===== config.mk =====
export PLATFORM = sky130hd
export DESIGN_NAME = axi4_lite_read_slave
export DESIGN_NICKNAME = d
export VERILOG_FILES = /design/src/rtl/axi4_lite_read_slave.sv
export SDC_FILE = /design/constraint.sdc
export NUM_CORES = 1
export LEC_CHECK = 0
export ABC_AREA = 1
export CELL_PAD_IN_SITES_DETAIL_PLACEMENT = 1
export CELL_PAD_IN_SITES_GLOBAL_PLACEMENT = 1
export CORE_MARGIN = 2
export CORE_UTILIZATION = 29
export DETAILED_ROUTE_END_ITERATION = 7
export PLACE_DENSITY = 0.78
export SLEW_MARGIN = 20
export SYNTH_ARGS = -nofsm -noshare
export SYNTH_HDL_FRONTEND = slang
export SYNTH_SLANG_ARGS = --single-unit

===== constraint.sdc =====
create_clock -name clk -period 1.55 [get_ports clk]
set_input_delay 0.155 -clock clk [delete_from_list [all_inputs] [get_ports clk]]
set_output_delay 0.155 -clock clk [all_outputs]
set_load 0.01 [all_outputs]

===== src/rtl/axi4_lite_read_slave.sv =====
// -----------------------------------------------------------------------------
// axi4_lite_read_slave
//
// AXI4-Lite read-channel slave in front of a word-addressed memory whose
// synchronous read port has a fixed latency of READ_LATENCY cycles. Accepts one
// AR transaction at a time, decodes the address window and alignment, reads the
// memory for good addresses, and returns an R response. Bad addresses get
// SLVERR with zero data and never touch the memory. A saturating 8-bit counter
// records the number of SLVERR responses issued.
//
// Ports:
//   clk, rst_n          clock (rising edge) and asynchronous active-low reset
//   S_AXI_ARADDR/ARVALID/ARREADY   read address channel
//   S_AXI_RDATA/RRESP/RVALID/RREADY read data channel (RRESP 00 OKAY, 10 SLVERR)
//   mem_rd_en           one-cycle read strobe to the memory
//   mem_rd_addr         word index presented to the memory (held after strobe)
//   mem_rd_data         memory read data, valid READ_LATENCY cycles after strobe
//   err_count           saturating count of SLVERR responses
//
// Every output comes from a register or is decoded from the state register, so
// there is no combinational path from any input to any output.
// -----------------------------------------------------------------------------
module axi4_lite_read_slave #(
  parameter int unsigned              ADDR_WIDTH   = 32,
  parameter int unsigned              DATA_WIDTH   = 32,
  parameter logic [ADDR_WIDTH-1:0]    BASE_ADDR    = '0,
  parameter int unsigned              MEM_DEPTH    = 1024,
  parameter int unsigned              READ_LATENCY = 1
) (
  input  logic                         clk,
  input  logic                         rst_n,
  input  logic [ADDR_WIDTH-1:0]        S_AXI_ARADDR,
  input  logic                         S_AXI_ARVALID,
  output logic                         S_AXI_ARREADY,
  output logic [DATA_WIDTH-1:0]        S_AXI_RDATA,
  output logic [1:0]                   S_AXI_RRESP,
  output logic                         S_AXI_RVALID,
  input  logic                         S_AXI_RREADY,
  output logic                         mem_rd_en,
  output logic [$clog2(MEM_DEPTH)-1:0] mem_rd_addr,
  input  logic [DATA_WIDTH-1:0]        mem_rd_data,
  output logic [7:0]                   err_count
);

  localparam int unsigned IDX_W = $clog2(MEM_DEPTH);

  // Top of the window, one bit wider than the address so that a window ending
  // at the very top of the address space does not wrap to zero.
  localparam logic [ADDR_WIDTH:0] WIN_TOP =
    {1'b0, BASE_ADDR} + (ADDR_WIDTH+1)'(4 * MEM_DEPTH);

  localparam logic [1:0] RESP_OKAY   = 2'b00;
  localparam logic [1:0] RESP_SLVERR = 2'b10;

  typedef enum logic [1:0] {
    IDLE     = 2'd0,
    MEM_READ = 2'd1,
    MEM_WAIT = 2'd2,
    RESP     = 2'd3
  } state_t;

  state_t state, next_state;

  logic [2:0]            lat_cnt;
  logic                  err_lat;
  logic [DATA_WIDTH-1:0] rdata_q;
  logic [1:0]            rresp_q;
  logic [IDX_W-1:0]      idx_q;
  logic [7:0]            err_cnt_q;

  function automatic logic [7:0] sat_inc8(input logic [7:0] v);
    return (v == 8'hFF) ? v : v + 8'd1;
  endfunction

  // Address decode on the incoming request. The borrow bit of the extended
  // subtraction flags an address below BASE_ADDR.
  logic [ADDR_WIDTH:0] offset_ext;
  logic                addr_err;
  logic [IDX_W-1:0]    word_idx;

  always_comb begin
    offset_ext = {1'b0, S_AXI_ARADDR} - {1'b0, BASE_ADDR};
    addr_err   = offset_ext[ADDR_WIDTH]
              || ({1'b0, S_AXI_ARADDR} >= WIN_TOP)
              || (S_AXI_ARADDR[1:0] != 2'b00);
    word_idx   = IDX_W'(offset_ext[ADDR_WIDTH-1:0] >> 2);
  end

  // State register.
  always_ff @(posedge clk or negedge rst_n) begin
    if (!rst_n) begin
      state <= IDLE;
    end else begin
      state <= next_state;
    end
  end

  // Next-state logic. A bad address is parked in MEM_WAIT for a single cycle
  // (counter preloaded with 1, no memory strobe) so the SLVERR response shows
  // up one edge after the AR handshake while the memory is never accessed.
  always_comb begin
    next_state = state;
    case (state)
      IDLE: begin
        if (S_AXI_ARVALID) begin
          next_state = addr_err ? MEM_WAIT : MEM_READ;
        end
      end
      MEM_READ: next_state = MEM_WAIT;
      MEM_WAIT: begin
        if (lat_cnt == 3'd1) begin
          next_state = RESP;
        end
      end
      RESP: begin
        if (S_AXI_RREADY) begin
          next_state = IDLE;
        end
      end
      default: next_state = IDLE;
    endcase
  end

  // Datapath and bookkeeping registers.
  always_ff @(posedge clk or negedge rst_n) begin
    if (!rst_n) begin
      lat_cnt   <= 3'd0;
      err_lat   <= 1'b0;
      rdata_q   <= '0;
      rresp_q   <= RESP_OKAY;
      idx_q     <= '0;
      err_cnt_q <= 8'd0;
    end else begin
      case (state)
        IDLE: begin
          if (S_AXI_ARVALID) begin
            err_lat <= addr_err;
            if (addr_err) begin
              lat_cnt <= 3'd1;
            end else begin
              idx_q <= word_idx;
            end
          end
        end
        MEM_READ: begin
          lat_cnt <= 3'(READ_LATENCY);
        end
        MEM_WAIT: begin
          if (lat_cnt == 3'd1) begin
            if (err_lat) begin
              rdata_q   <= '0;
              rresp_q   <= RESP_SLVERR;
              err_cnt_q <= sat_inc8(err_cnt_q);
            end else begin
              rdata_q <= mem_rd_data;
              rresp_q <= RESP_OKAY;
            end
          end else begin
            lat_cnt <= lat_cnt - 3'd1;
          end
        end
        RESP: begin
          // Return the R channel to its idle values once the beat is taken.
          if (S_AXI_RREADY) begin
            rdata_q <= '0;
            rresp_q <= RESP_OKAY;
          end
        end
        default: ;
      endcase
    end
  end

  assign S_AXI_ARREADY = (state == IDLE);
  assign S_AXI_RVALID  = (state == RESP);
  assign mem_rd_en     = (state == MEM_READ);
  assign S_AXI_RDATA   = rdata_q;
  assign S_AXI_RRESP   = rresp_q;
  assign mem_rd_addr   = idx_q;
  assign err_count     = err_cnt_q;

endmodule


Yosys cells after proc, flatten, opt, wreduce, memory -nomap -nowiden. Index checks and enable logic that the tools add are counted. W data, S select, Z words.

Register bits after elaboration: 58. Input bits: 68. Output and inout port bits: 55. Logic and storage cells: 49.

$add $sub $neg: 2. Order comparisons: 1. Equality and inequality tests: 10. Multiplexer cells: 16. Bitwise operators: 2. Reduce and logical (&&, ||, !) cells: 11.

Operators by type and width (count): $mux W32 (3); $pmux W32 S2 (1); $ge A32 B13 Y1 const B (1); $mux W2 (6); $mux W3 (3); $pmux W3 S3 (1); $reduce_and A3 Y1 (3); $add A8 B1 Y8 const B (1); $eq A8 B8 Y1 const B (1); $pmux W2 S4 (1); $reduce_and A4 Y1 (2); $ne A2 B2 Y1 const B (3); $eq A2 B2 Y1 const B (2); $ne A2 B1 Y1 const B (2); $pmux W2 S2 (1); $reduce_bool A2 Y1 (2); $eq A3 B1 Y1 const B (1); $reduce_bool A3 Y1 (1); $sub A3 B1 Y3 const B (1); $eq A2 B1 Y1 const B (1); $logic_not A2 Y1 (1); $not A1 Y1 (2); $reduce_and A2 Y1 (1); $logic_or A1 B1 Y1 (1).

Logic depth before layout (Yosys ltp). Gate-level depths: netlist of run 1.

Depth in word-level cells: 5. Depth in mapped cells: 10. Mapped depth without buffers: 8.

Worst setup path after synthesis of run 1. No wires, ideal clock.

Kind: register to register. From: reg state[0]. To: reg idx_q[1], in the netlist mem_rd_addr[1]. Library setup time: 66 ps. Data arrival time: 1443 ps. Data required time: 1484 ps. Setup slack: 41 ps. Cell stages (with the launch flop): 10. Buffers on the path: 1. Clock period less this slack: 1509 ps. Cell sequence: dfrtp_1 > inv_1 > ha_1 > nand2_1 > nor2_2 > nand2_1 > nor2_1 > buf_4 > nand3_1 > nand2_1.

Word-level cells in the longest chain between the ends: 2.

RTL lines: start, declared (line 62) `state_t state, next_state;`; start signal, assigned (line 94) `state <= next_state;`; $logic_not A2 Y1; via S_AXI_ARREADY (line 34) `output logic S_AXI_ARREADY,`; $reduce_and A3 Y1 (no source line); end signal, assigned (line 141) `idx_q <= word_idx;`; end, declared (line 68) `logic [IDX_W-1:0] idx_q;`.

The timed path passes the listed nets, and every way through them passes these cells. A chain may end at the register's enable or synchronous reset.

Final worst setup path of run 1.
From: reg lat_cnt[1]. To: reg rdata_q[19], in the netlist S_AXI_RDATA[19].

Word-level cells in the longest chain between the ends: 3.

RTL lines: start, declared (line 64) `logic [2:0] lat_cnt;`; start signal, assigned (line 146) `lat_cnt <= 3'(READ_LATENCY);`; start signal, assigned (line 159) `lat_cnt <= lat_cnt - 3'd1;`; $eq A3 B1 Y1 (line 149) `if (lat_cnt == 3'd1) begin`; $ne A2 B2 Y1 (no source line); $reduce_and A3 Y1 (no source line); end signal, assigned (line 155) `rdata_q <= mem_rd_data;`; end, declared (line 66) `logic [DATA_WIDTH-1:0] rdata_q;`.

No other way between the ends.

==> results of run 1 <==
-- flip-flops by register name, indices dropped and copies added, names as in the netlist --
| register | flops |
|---|---|
| S_AXI_RDATA | 32 |
| mem_rd_addr | 10 |
| err_count | 8 |
| lat_cnt | 3 |
| state | 2 |
| S_AXI_RRESP | 1 |
| err_lat | 1 |
-- cell families after synthesis --
family,after synthesis,share of synthesized area [%]
AO/OA/AOI/OAI,43,8.974
flip-flops,57,52.46
buffers and inverters,62,10.22
adder cells (fa/ha/maj),7,3.221
AND/OR/NAND/NOR,142,22.41
other,1,0.1379
XOR/XNOR,8,2.577
-- path summary, 6_finish.rpt --
check | end | slack [ps] | depth (start not counted)
max reg2reg | S_AXI_RDATA[19] | -30 | 10
min in group clk | mem_rd_addr[4] | 380 | 3
max | S_AXI_RDATA[19] | -30 | 10
min reg2reg | mem_rd_addr[2] | 470 | 2
min | S_AXI_RDATA[12] | 320 | 2
max in group asynchronous | S_AXI_RDATA[20] | 590 | 3
-- area by class of cell --
| cell class | count | area, sq um |
|---|---|---|
| multi-input cells | 201 | 1136 |
| flip-flops and latches | 57 | 1434 |
| repair buffers | 153 | 1539 |
| clock buffers | 12 | 155.1 |
| inverters | 49 | 183.9 |
| clock inverters | 4 | 98.84 |
| fillers | 1051 | 4467 |
| well taps | 111 | 138.9 |
-- what timing repair did --
action | 4_1_cts | 5_1_grt
hold endpoints to repair | 17 | 0
hold buffers | 1 | 0
endpoints found under the setup margin | 55 | 55
buffers inserted | 4 | 10
resized for setup | 19 | 37
pin swaps | 1 | 7
gates cloned | 1 | 3
-- worst reg2reg max path: stages (launching register included) --
cell and delay, ps:
dfrtp_1 410, inv_2 90, ha_4 150, nand2_2 60
nand2_2 80, nand2_2 70, a21oi_4 130, buf_6 160
clkbuf_16 160, nand3_1 80, o21ai_0 100
-- metrics by stage --
step           util, %  setup slack, ps  std cells  total power, mW  TNS [ps]
2_1_floorplan        -            40.99        320            3.016         0
3_3_place_gp     45.13           -8.199        554            3.814    -8.199
3_5_place_dp     45.13           -92.60        554            3.903     -1980
4_1_cts          49.32           -44.18        576            6.129    -481.4
5_1_grt          51.20           -101.1        587            6.964     -2105
6_report         51.20           -27.17        587            6.592    -92.54
-- layer usage --
| metal | vias to the layer above | wire [microns] |
|---|---|---|
| li1 | 1307 | - |
| met1 | 1330 | 3751 |
| met2 | 61 | 5192 |
| met3 | 13 | 423 |
| met4 | 0 | 142 |
| met5 | - | 0 |
-- power by group through the flow --
stage                     registers (mW)  clock network [mW]  logic (mW)
after floorplan                     1.77                   0        1.25
after global placement              1.74                   0        2.08
after detailed placement            1.75                   0        2.15
after CTS                           1.74                1.81        2.58
after global routing                1.77                1.87        3.32
final                               1.75                1.77        3.07
-- placed cells by master (no fill, tap or decap), types with 3 or more instances in the layout --
cell,n
clkdlybuf4s50_1,117
nand2_1,57
dfrtp_1,51
nand3_1,45
inv_1,44
nor2_1,22
buf_4,22
o21ai_0,19
o21ai_1,14
clkbuf_8,11
nand2_2,8
dfrtp_2,6
inv_2,5
xor2_1,5
nand3_2,4
buf_12,4
xnor2_1,3
o21ai_2,3
ha_4,3
bufinv_16,3
buf_6,3
==> impl_results.md, run 1 <==
- Failing checks: setup timing
- Max-slew violations: 0
- # H-tree levels: 3
- Switching share of power: 34.41%
- Type of origin of the critical path: register
- Minimum clock period: 1577 ps
- Top FF cell, synth: dfrtp_1
- Largest net degree at the start of global routing: 29
- Peak supply drop: 0.5477 mV
- Core area: between 9000 and 10,000 sq um
- Critical setup path kind: register to register
- Post-DR vias/cell: 4.618
- Drt wl/cell: 16.20 microns
- Yosys top cell by area: dfrtp_1
- Ys async rst share: 100.0%
- Status: finished with violations
- CTS clk-pin slew, worst paths: 70 ps
- Starting Density: 29.71%
- M2 GR Usage: about a third
- Delay-heaviest family, CP: buffers and inverters
- Vias in the first global route: between 2,000 and 3,000
- MaxCap Viol Count: 0
- WP data arrival: 1820 ps
- Synth warn: 0
- Initial DRC count: 75
- Internal power: 4.323 mW
- Setup Skew: 11.06 ps
- Worst path most repeated cell: nand2_2
- Sequential area share after synthesis: 52.46%
- Combinational cell fraction of total power: 46.6%
- Mapped Cells: between 300 and 400
- Top cell type's share of synthesized area: between 50% and 60%
- RSZ-0062 raised after global routing: true
- Fraction of layout cells with a size suffix above 1: 18.07%
- Worst r2r src: lat_cnt[1]
- Pwr dens: 1407 nW/um^2
- Die width: 100.8 microns
- Initial antenna violation count: 0
- EDFF count, synth: 0
- Maximum operating frequency: 0.6340 GHz
- WL final: 9.510 mm
- Hold/Removal Path Class: primary input to async pin
- Distinct cells, synth: 27
- Hold Slack: 318.4 ps
- Post-route ant nets: 0
- Final hold viol count: 0
- Flop pwr share: between 20% and 30%
- First-pass GRT wire length: 14.15 mm
- Vias: 2,711
- Site Rows: 35
- Clock tree sinks: between 50 and 60
- Mapped Nets: 395
- GPL Wtd Cong: 0.7410
- Number of port buffers: 121
- Crit path launch: lat_cnt[1]
- CP bufs+invs: 3
- Diodes inserted: 0
- Mean post-synth cell area: about 8.5 sq um
- Worst-Skew Late Latency: 330 ps
- Top area cells in the synthesized netlist: dfrtp_1 (52%), nand3_1 (9.0%), nand2_1 (8.8%), inv_1 (6.5%), o21ai_0 (5.2%)
- DRC: 0
- Clock power frac: 26.8%
- CP peak stage delay: 410 ps
- GR Util All Layers: 17.83%
- Final worst slack: -27.17 ps
- Mapped cell area: approximately 2700 sq um
- WP data required: about 1800 ps
- Leak: between 2 and 2.5 nW
- Final instance area: 4686 sq um
- Num CTS Buffers: 9
- Synth cell count leaders: nand2_1 (64), dfrtp_1 (57), nand3_1 (49)
- Yosys reg bits: 57
- Final setup fails: 7
- NetSw: between 2 and 2.5 mW
- DR pass1 iterations: 4
- Final Cycle Share: 101.8%
- Die Height: 100.8 microns
- Top-count cell post-synth: nand2_1
- Crit-path max FO: 9
- Met1 Usage GRT: between 20 and 25%
- Die ar.: 10,170 sq um
- Slowest stage cell, crit path: dfrtp_1
- Area Overhead vs Synth: 72.34%
- Placed inst area: between 4000 and 5000 sq um
- Num ports: 123
- Worst-path cell chain: inv_2 > ha_4 > nand2_2 > nand2_2 > nand2_2 > a21oi_4 > buf_6 > clkbuf_16 > nand3_1 > o21ai_0
- Layout net count: 546
- Root buffer cell: clkbuf_8
- Post-DP HPWL: about 6.4 mm
- Met3 usage: 4.577%
- Setup crit end kind: register
- GRT Max-Usage Layer: met2
- Overflow after GRT: 0
- CTS tree: done
- Clock Path Buffers: 2
Power figures use the tool's default switching activity.
==> inputs of run 2 (changes only) <==
ABC_AREA = default   (was 1)
CORE_MARGIN = 1   (was 2)
CORE_UTILIZATION = 30   (was 29)
==> run 2 against run 1 <==
Net effect: the run still ends with setup timing left; critical endpoint is now mem_rd_addr[6]; worst setup slack got worse by 180 ps; wire length fell by 7.8%; core utilization is 4.4 points higher; critical path depth fell by 3; synthesized cell count shrank 21%; largest cell class unchanged; non-clock buffer count grew 11; via count fell by 9.3%; hold slack improved by 12 ps; critical path type unchanged; die area is 9.5% lower.
==> impl_results.md, run 2 <==
- Most frequent cells in the layout: clkdlybuf4s50_1 (116), nand2_1 (71), dfrtp_1 (57)
- CP peak stage delay: 420 ps (about the same)
- Clock tree sinks: 57 (unchanged)
- Slew headroom: 64.71%
- Peak supply drop: 0.7697 mV (+41%)
- Critical setup path kind: register to register
- Minimum clock period: 1759 ps (+181.8 ps)
- Setup crit end kind: register
- Vias in the first global route: 2,529 (-14%)
- Yosys reg bits: 57 (unchanged)
- Drt wl/cell: 16.70 microns (+3.1%)
- Mapped Nets: 328 (-17%)
- Post-DP HPWL: 5.849 mm (-8.6%)
- Area Overhead vs Synth: 76.11%
- First-pass GRT wire length: 12.42 mm (-12%)
- Filler cell count: 907 (-14%)
- Final instance area: 4658 sq um (-0.59%)
- Post-DR vias/cell: 4.682 (+1.4%)
- GPL Wtd Cong: 0.7670 (+3.5%)
- Vias: 2,458 (-9.3%)
- MaxCap Viol Count: 0 (unchanged)
- Die Height: 95.90 microns (-4.9%)
- Root buffer cell: clkbuf_8
- Num ports: 123 (unchanged)
- Top-count cell post-synth: nand2_1
- Type of origin of the critical path: register
- Cells after DPL: 499 (-9.9%)
- WP data required: 1770 ps (-20 ps)
- Top routing layer used: met4
- Most common cell after layout, fill and taps aside: clkdlybuf4s50_1
- Synth cell count leaders: nand2_1 (71), dfrtp_1 (57), o21ai_0 (25)
- Setup Skew: 9.615 ps (-1.450 ps)
- DR pass1 iterations: 4 (unchanged)
- Top cell type's share of synthesized area: 53.93% (+1.5 points)
- Final hold viol count: 0 (unchanged)
- Distinct cells, synth: 41 (+52%)
- Max-slew violations: 0 (unchanged)
- Clock Path Buffers: 2 (unchanged)
- Mean post-synth cell area: 10.45 sq um (+23%)
- Final worst slack: -209.0 ps (-181.8 ps)
- Initial antenna violation count: 0 (unchanged)
- Die ar.: 9196 sq um (-9.5%)
- Num CTS Buffers: 9 (unchanged)
- CTS tree: done
- Failing checks: setup timing
- Sequential area share after synthesis: 53.93% (+1.5 points)
- Met3 WL: 471 microns (+11%)
- Layout net count: 490 (-10%)
- Placed inst area: 4207 sq um (+1.8%)
- RSZ-0062 raised after global routing: true
- Slowest stage cell, crit path: dfrtp_1
- Initial DRC count: 50 (-33%)
- DRC: 0 (unchanged)
- Worst-Skew Late Latency: 330 ps (about the same)
- Hold/Removal Path Class: primary input to async pin
- Top FF cell, synth: dfrtp_1
- Mapped cell area: 2645 sq um (-2.7%)
- Final setup fails: 51 (+44)
- Delay-heaviest family, CP: simple AND/OR/NAND/NOR gates
- Top area cells in the synthesized netlist: dfrtp_1 (54%), nand2_1 (10%), mux2_4 (5.1%), o21ai_0 (4.7%), ha_1 (3.3%)
- CTS clk-pin slew, worst paths: 70 ps (about the same)
- EDFF count, synth: 0 (unchanged)
- M1 WL: 3.511 mm (-6.4%)
- CP bufs+invs: 2 (-1)
- Synth warn: 0 (unchanged)
- Pwr dens: 1332 nW/um^2 (-5.3%)
- Worst Max-Slew Pin Slew: 529.3 ps
- # H-tree levels: 3 (unchanged)
- Largest register FFs: 32 (unchanged)
- Yosys top cell by area: dfrtp_1
- Starting Density: 31.56% (+1.9 points)
- Status: finished with violations
- Filler-free cell count of the finished design: 525 (-11%)
- GR Util All Layers: 17.92% (+0.097 points)
- Number of port buffers: 121 (unchanged)
- Post-route ant nets: 0 (unchanged)
- Metal2 WL: 4.708 mm (-9.3%)
- Crit-path max FO: 9 (unchanged)
- WL final: 8.765 mm (-7.8%)
- Overflow after GRT: 0 (unchanged)
- Ys async rst share: 100.0% (unchanged)
- Worst-path cell chain: inv_2 > ha_4 > nor4b_4 > nand4_4 > nor2_4 > buf_12 > mux2_4
- Largest net degree at the start of global routing: 34 (+17%)
- Leak: 1.996 nW (-3.0%)
- Maximum operating frequency: 0.5685 GHz (-10%)
- Site Rows: 33 (-5.7%)
- WP data arrival: 1980 ps (+160 ps)
- Core area: 8382 sq um (-8.4%)
- Final Cycle Share: 113.5% (+12 points)
- Die width: 95.90 microns (-4.9%)
- Fraction of layout cells with a size suffix above 1: 22.62% (+4.6 points)
- Mapped Cells: 253 (-21%)
- Diodes inserted: 0 (unchanged)
==> run 2: changes by cell type in the layout (fill, tap and decap cells not counted), moves of 4 or more <==
cell / change
dfrtp_1: +6
nor2_1: -20
inv_1: -38
nand2_1: +14
nand2_2: -8
dfrtp_2: -6
buf_4: +5
nand3_2: -4
buf_6: +4
nand3_1: -39
mux2_4: +11
==> run 2: repair_timing <==
item / CTS / global route
endpoints found under the setup margin: 57 / 60
hold buffers: 1 / 0
resized for setup: 22 / 18
hold endpoints to repair: 17 / 0
buffers inserted: 3 / 1
pin swaps: 6 / 6
cloned: 2 / 4
==> run 2: metrics by stage <==
| step | hold slack, ps | power, mW | setup WS, ps | setup TNS [ps] | utilization (%) |
|---|---|---|---|---|---|
| 2_1_floorplan | -140.6 | 3.009 | -179.8 | -3594 | - |
| 3_3_place_gp | 150.0 | 3.880 | -303.2 | -9029 | 50.19 |
| 3_5_place_dp | 168.0 | 3.956 | -400.0 | -11950 | 50.19 |
| 4_1_cts | 348.9 | 5.666 | -210.0 | -8736 | 53.99 |
| 5_1_grt | 374.6 | 6.579 | -311.9 | -12140 | 55.58 |
| 6_report | 330.1 | 6.206 | -209.0 | -6979 | 55.58 |
==> run 2: cells by family (layout without fill, tap and decap cells) <==
family / after synthesis / count (layout) / share of synthesized area (%)
muxes: 13 / 13 / 6.764
and+or+nand+nor: 101 / 101 / 19.11
AOI/OAI and AO/OA: 46 / 46 / 9.934
adders and majority gates: 7 / 7 / 3.311
other: 1 / 1 / 0.1418
DFF: 57 / 57 / 53.93
buffers and inverters: 21 / 188 / 4.494
xor gates and xnor gates: 7 / 7 / 2.318
==> run 2: where the power goes <==
group	internal, mW	switching, mW
Sequential	1.63	0.0791
Clock	0.618	0.614
Combinational	1.78	1.49
Total	4.02	2.18
==> run 2: worst register-to-register path, stage by stage, from the launching register on <==
cell     delay (ps)
dfrtp_1         420
inv_2           100
ha_4            130
nor4b_4         230
nand4_4         150
nor2_4          160
buf_12          160
mux2_4          300
==> run 2: final cells by class <==
type                       instances  area, sq um  share of cell area (%)
inverter                           8        30.03                  0.6446
multi-input combinational        175         1205                   25.87
clock inverter                     5        31.28                  0.6715
timing repair buffer             164         1693                   36.34
tap                              105        131.4                   2.820
clock buffer                      11        141.4                   3.035
sequential                        57         1426                   30.62
==> run 2: per-layer routing <==
layer | up-vias | track usage [%]
met3 | 8 | 3.949
met5 | - | 0
met4 | 0 | 5.473
met2 | 85 | 32.20
li1 | 1166 | -
met1 | 1199 | 21.28
==> run 2: final timing paths <==
| path | start | to | slack [ps] | depth (start not counted) |
|---|---|---|---|---|
| max in group asynchronous | rst_n | S_AXI_RDATA[5] | 690 | 3 |
| max | state[0] | mem_rd_addr[6] | -210 | 7 |
| min reg2reg | S_AXI_RDATA[19] | S_AXI_RDATA[19] | 480 | 2 |
| max reg2reg | state[0] | mem_rd_addr[6] | -210 | 7 |
| min in group clk | mem_rd_data[26] | S_AXI_RDATA[26] | 360 | 3 |
| min | rst_n | S_AXI_RDATA[21] | 330 | 2 |
==> inputs of run 3 (changes only) <==
CORE_UTILIZATION = 33   (was 30)
PLACE_DENSITY = 0.85   (was 0.78)
clock period = 2.3 ns   (was 1.55 ns; I/O delays follow)
==> run 3 against run 2 <==
Net effect: the run now ends clean; fmax shrank 18%; total power shrank 45%; sequential power shrank 30%.
==> impl_results.md, run 3 (synthesis results as in run 2) <==
- Status: complete, no violations
- CTS clk-pin slew, worst paths: 70 ps (about the same)
- Flop pwr share: 35.0% (+7.5 points)
- DR pass1 iterations: 4 (unchanged)
- MaxCap Viol Count: 0 (unchanged)
- Type of origin of the critical path: register
- Starting Density: 34.23% (+2.7 points)
- Final Util: 54.02% (-1.6 points)
- Post-route ant nets: 0 (unchanged)
- Worst-Skew Late Latency: 340 ps (about the same)
- Post-cts gate resize count: 0 (-100%)
- Hold/Removal Path Class: primary input to register
- Die ar.: 8378 sq um (-8.9%)
- Internal power: 2.274 mW (-43%)
- Number of port buffers: 121 (unchanged)
- Clock Path Buffers: 2 (unchanged)
- Initial DRC count: 72 (+44%)
- Slowest stage cell, crit path: dfrtp_1
- Setup crit end kind: register
- WL final: 6.878 mm (-22%)
- Die Height: 91.53 microns (-4.6%)
- Combinational cell fraction of total power: 33.7% (-19 points)
- Num ports: 123 (unchanged)
- Final setup fails: 0 (-100%)
- Worst Max-Slew Pin Slew: 768.4 ps (+239.1 ps)
- Initial antenna violation count: 0 (unchanged)
- Vias in the first global route: 2,321 (-8.2%)
- CP bufs+invs: 1 (-1)
- Worst hold start: mem_rd_data[23]
- Site Rows: 32 (-3.0%)
- GPL Wtd Cong: 0.7442 (-3.0%)
- Minimum clock period: 2146 ps (+387.4 ps)
- GR Util All Layers: 17.54% (-0.38 points)
- Diodes inserted: 0 (unchanged)
- # H-tree levels: 3 (unchanged)
- Delay-heaviest family, CP: simple AND/OR/NAND/NOR gates
- Post-DP HPWL: 4.916 mm (-16%)
- NetSw: 1.161 mW (-47%)
- Critical setup path kind: register to register
- Final hold viol count: 0 (unchanged)
- Most common cell after layout, fill and taps aside: clkdlybuf4s50_1
- Pwr dens: 823.1 nW/um^2 (-38%)
- Num CTS Buffers: 9 (unchanged)
- Largest net degree at the start of global routing: 67 (+97%)
- Peak supply drop: 0.5929 mV (-23%)
- Die width: 91.53 microns (-4.6%)
- Overflow after GRT: 0 (unchanged)
- Area Overhead vs Synth: 57.80%
- Largest register FFs: 32 (unchanged)
- Slew headroom: 48.77% (-16 points)
- Crit-path max FO: 11 (+2)
- RSZ-0062 raised after global routing: false
- DRC: 0 (unchanged)
- Root buffer cell: clkbuf_8
- Worst r2r src: state[1]
- Core area: 7727 sq um (-7.8%)
- Switching share of power: 33.80% (-1.4 points)
- First-pass GRT wire length: 11.34 mm (-8.7%)
- Drt wl/cell: 14.21 microns (-15%)
- Clock power frac: 31.3% (+11 points)
- Filler cell count: 862 (-5.0%)
- CTS tree: done
- Most frequent cells in the layout: clkdlybuf4s50_1 (120), nand2_1 (71), dfrtp_1 (57)
- WP data required: 2520 ps (+750 ps)
- Setup Skew: 6.874 ps (-2.741 ps)
- Maximum operating frequency: 0.4659 GHz (-18%)
- Layout net count: 452 (-7.8%)
- Crit path launch: state[1]
- CP peak stage delay: 420 ps (about the same)
- Worst-path cell chain: inv_1 > ha_1 > nor4b_4 > nand4_4 > nor2_4 > mux2_2
- Vias: 2,235 (-9.1%)
- Fraction of layout cells with a size suffix above 1: 10.99% (-12 points)
- Setup TNS: 0 ps (+6979 ps)
- Max-slew violations: 0 (unchanged)
- Post-DR vias/cell: 4.618 (-1.4%)
- Leak: 1.735 nW (-13%)
- Final Cycle Share: 93.32% (-20 points)
- WP data arrival: 2360 ps (+380 ps)
- Clock tree sinks: 57 (unchanged)
run 3: what timing repair did:
item	in CTS	in global routing
setup buffers	0	0
endpoints found under the hold margin	32	0
hold buffers	1	0
run 3: path summary, 6_finish.rpt:
check,end,slack (ps),cells after the start
worst max-delay path,mem_rd_addr[0],150,6
worst min-delay path,S_AXI_RDATA[23],430,3
worst max register to register,mem_rd_addr[0],150,6
worst min register to register,S_AXI_RDATA[28],480,2
max in group asynchronous,lat_cnt[1],1090,3
min in group asynchronous,S_AXI_RDATA[21],500,2
run 3: final cells by class:
class	count	area, sq um	share of cell area [%]
flip-flops and latches	57	1426	34.17
repair buffers	126	1259	30.16
multi-input cells	175	1102	26.41
clock buffers	11	151.4	3.627
well taps	102	127.6	3.058
clock inverters	5	77.57	1.859
inverters	8	30.03	0.7194
run 3: routing by layer:
layer | routed length [microns] | GRT usage [%] | vias to the layer above
li1 | - | - | 1092
met1 | 3081 | 21.78 | 1048
met2 | 3259 | 28.63 | 86
met3 | 417 | 4.774 | 9
met4 | 120 | 7.407 | 0
met5 | 0 | 0 | -
run 3: worst reg2reg max path, delay by kind of cell (launching register included):
family | cells | cell delay (ps)
buffers and inverters | 1 | 110
and+or+nand+nor | 3 | 850
adders and majority gates | 1 | 260
muxes | 1 | 390
DFF | 1 | 420
run 3: power by group through the flow:
stage | Clock [mW] | Combinational [mW] | Sequential, mW
after detailed placement | 0 | 1.16 | 1.22
after floorplan | 0 | 0.714 | 1.23
final | 1.08 | 1.16 | 1.20
after CTS | 1.10 | 1.18 | 1.20
after global routing | 1.15 | 1.28 | 1.21
after global placement | 0 | 1.13 | 1.21
run 3: metrics by stage:
step	worst slack (ps)	hold WS, ps	total power, mW	instances	cell area, sq um
2_1_floorplan	417.0	-65.59	1.940	253	2645
3_3_place_gp	204.5	337.8	2.338	467	3935
3_5_place_dp	151.2	351.1	2.382	467	3935
6_report	153.6	428.3	3.436	484	4174
4_1_cts	131.0	417.5	3.485	484	4174
5_1_grt	40.18	436.1	3.645	484	4174
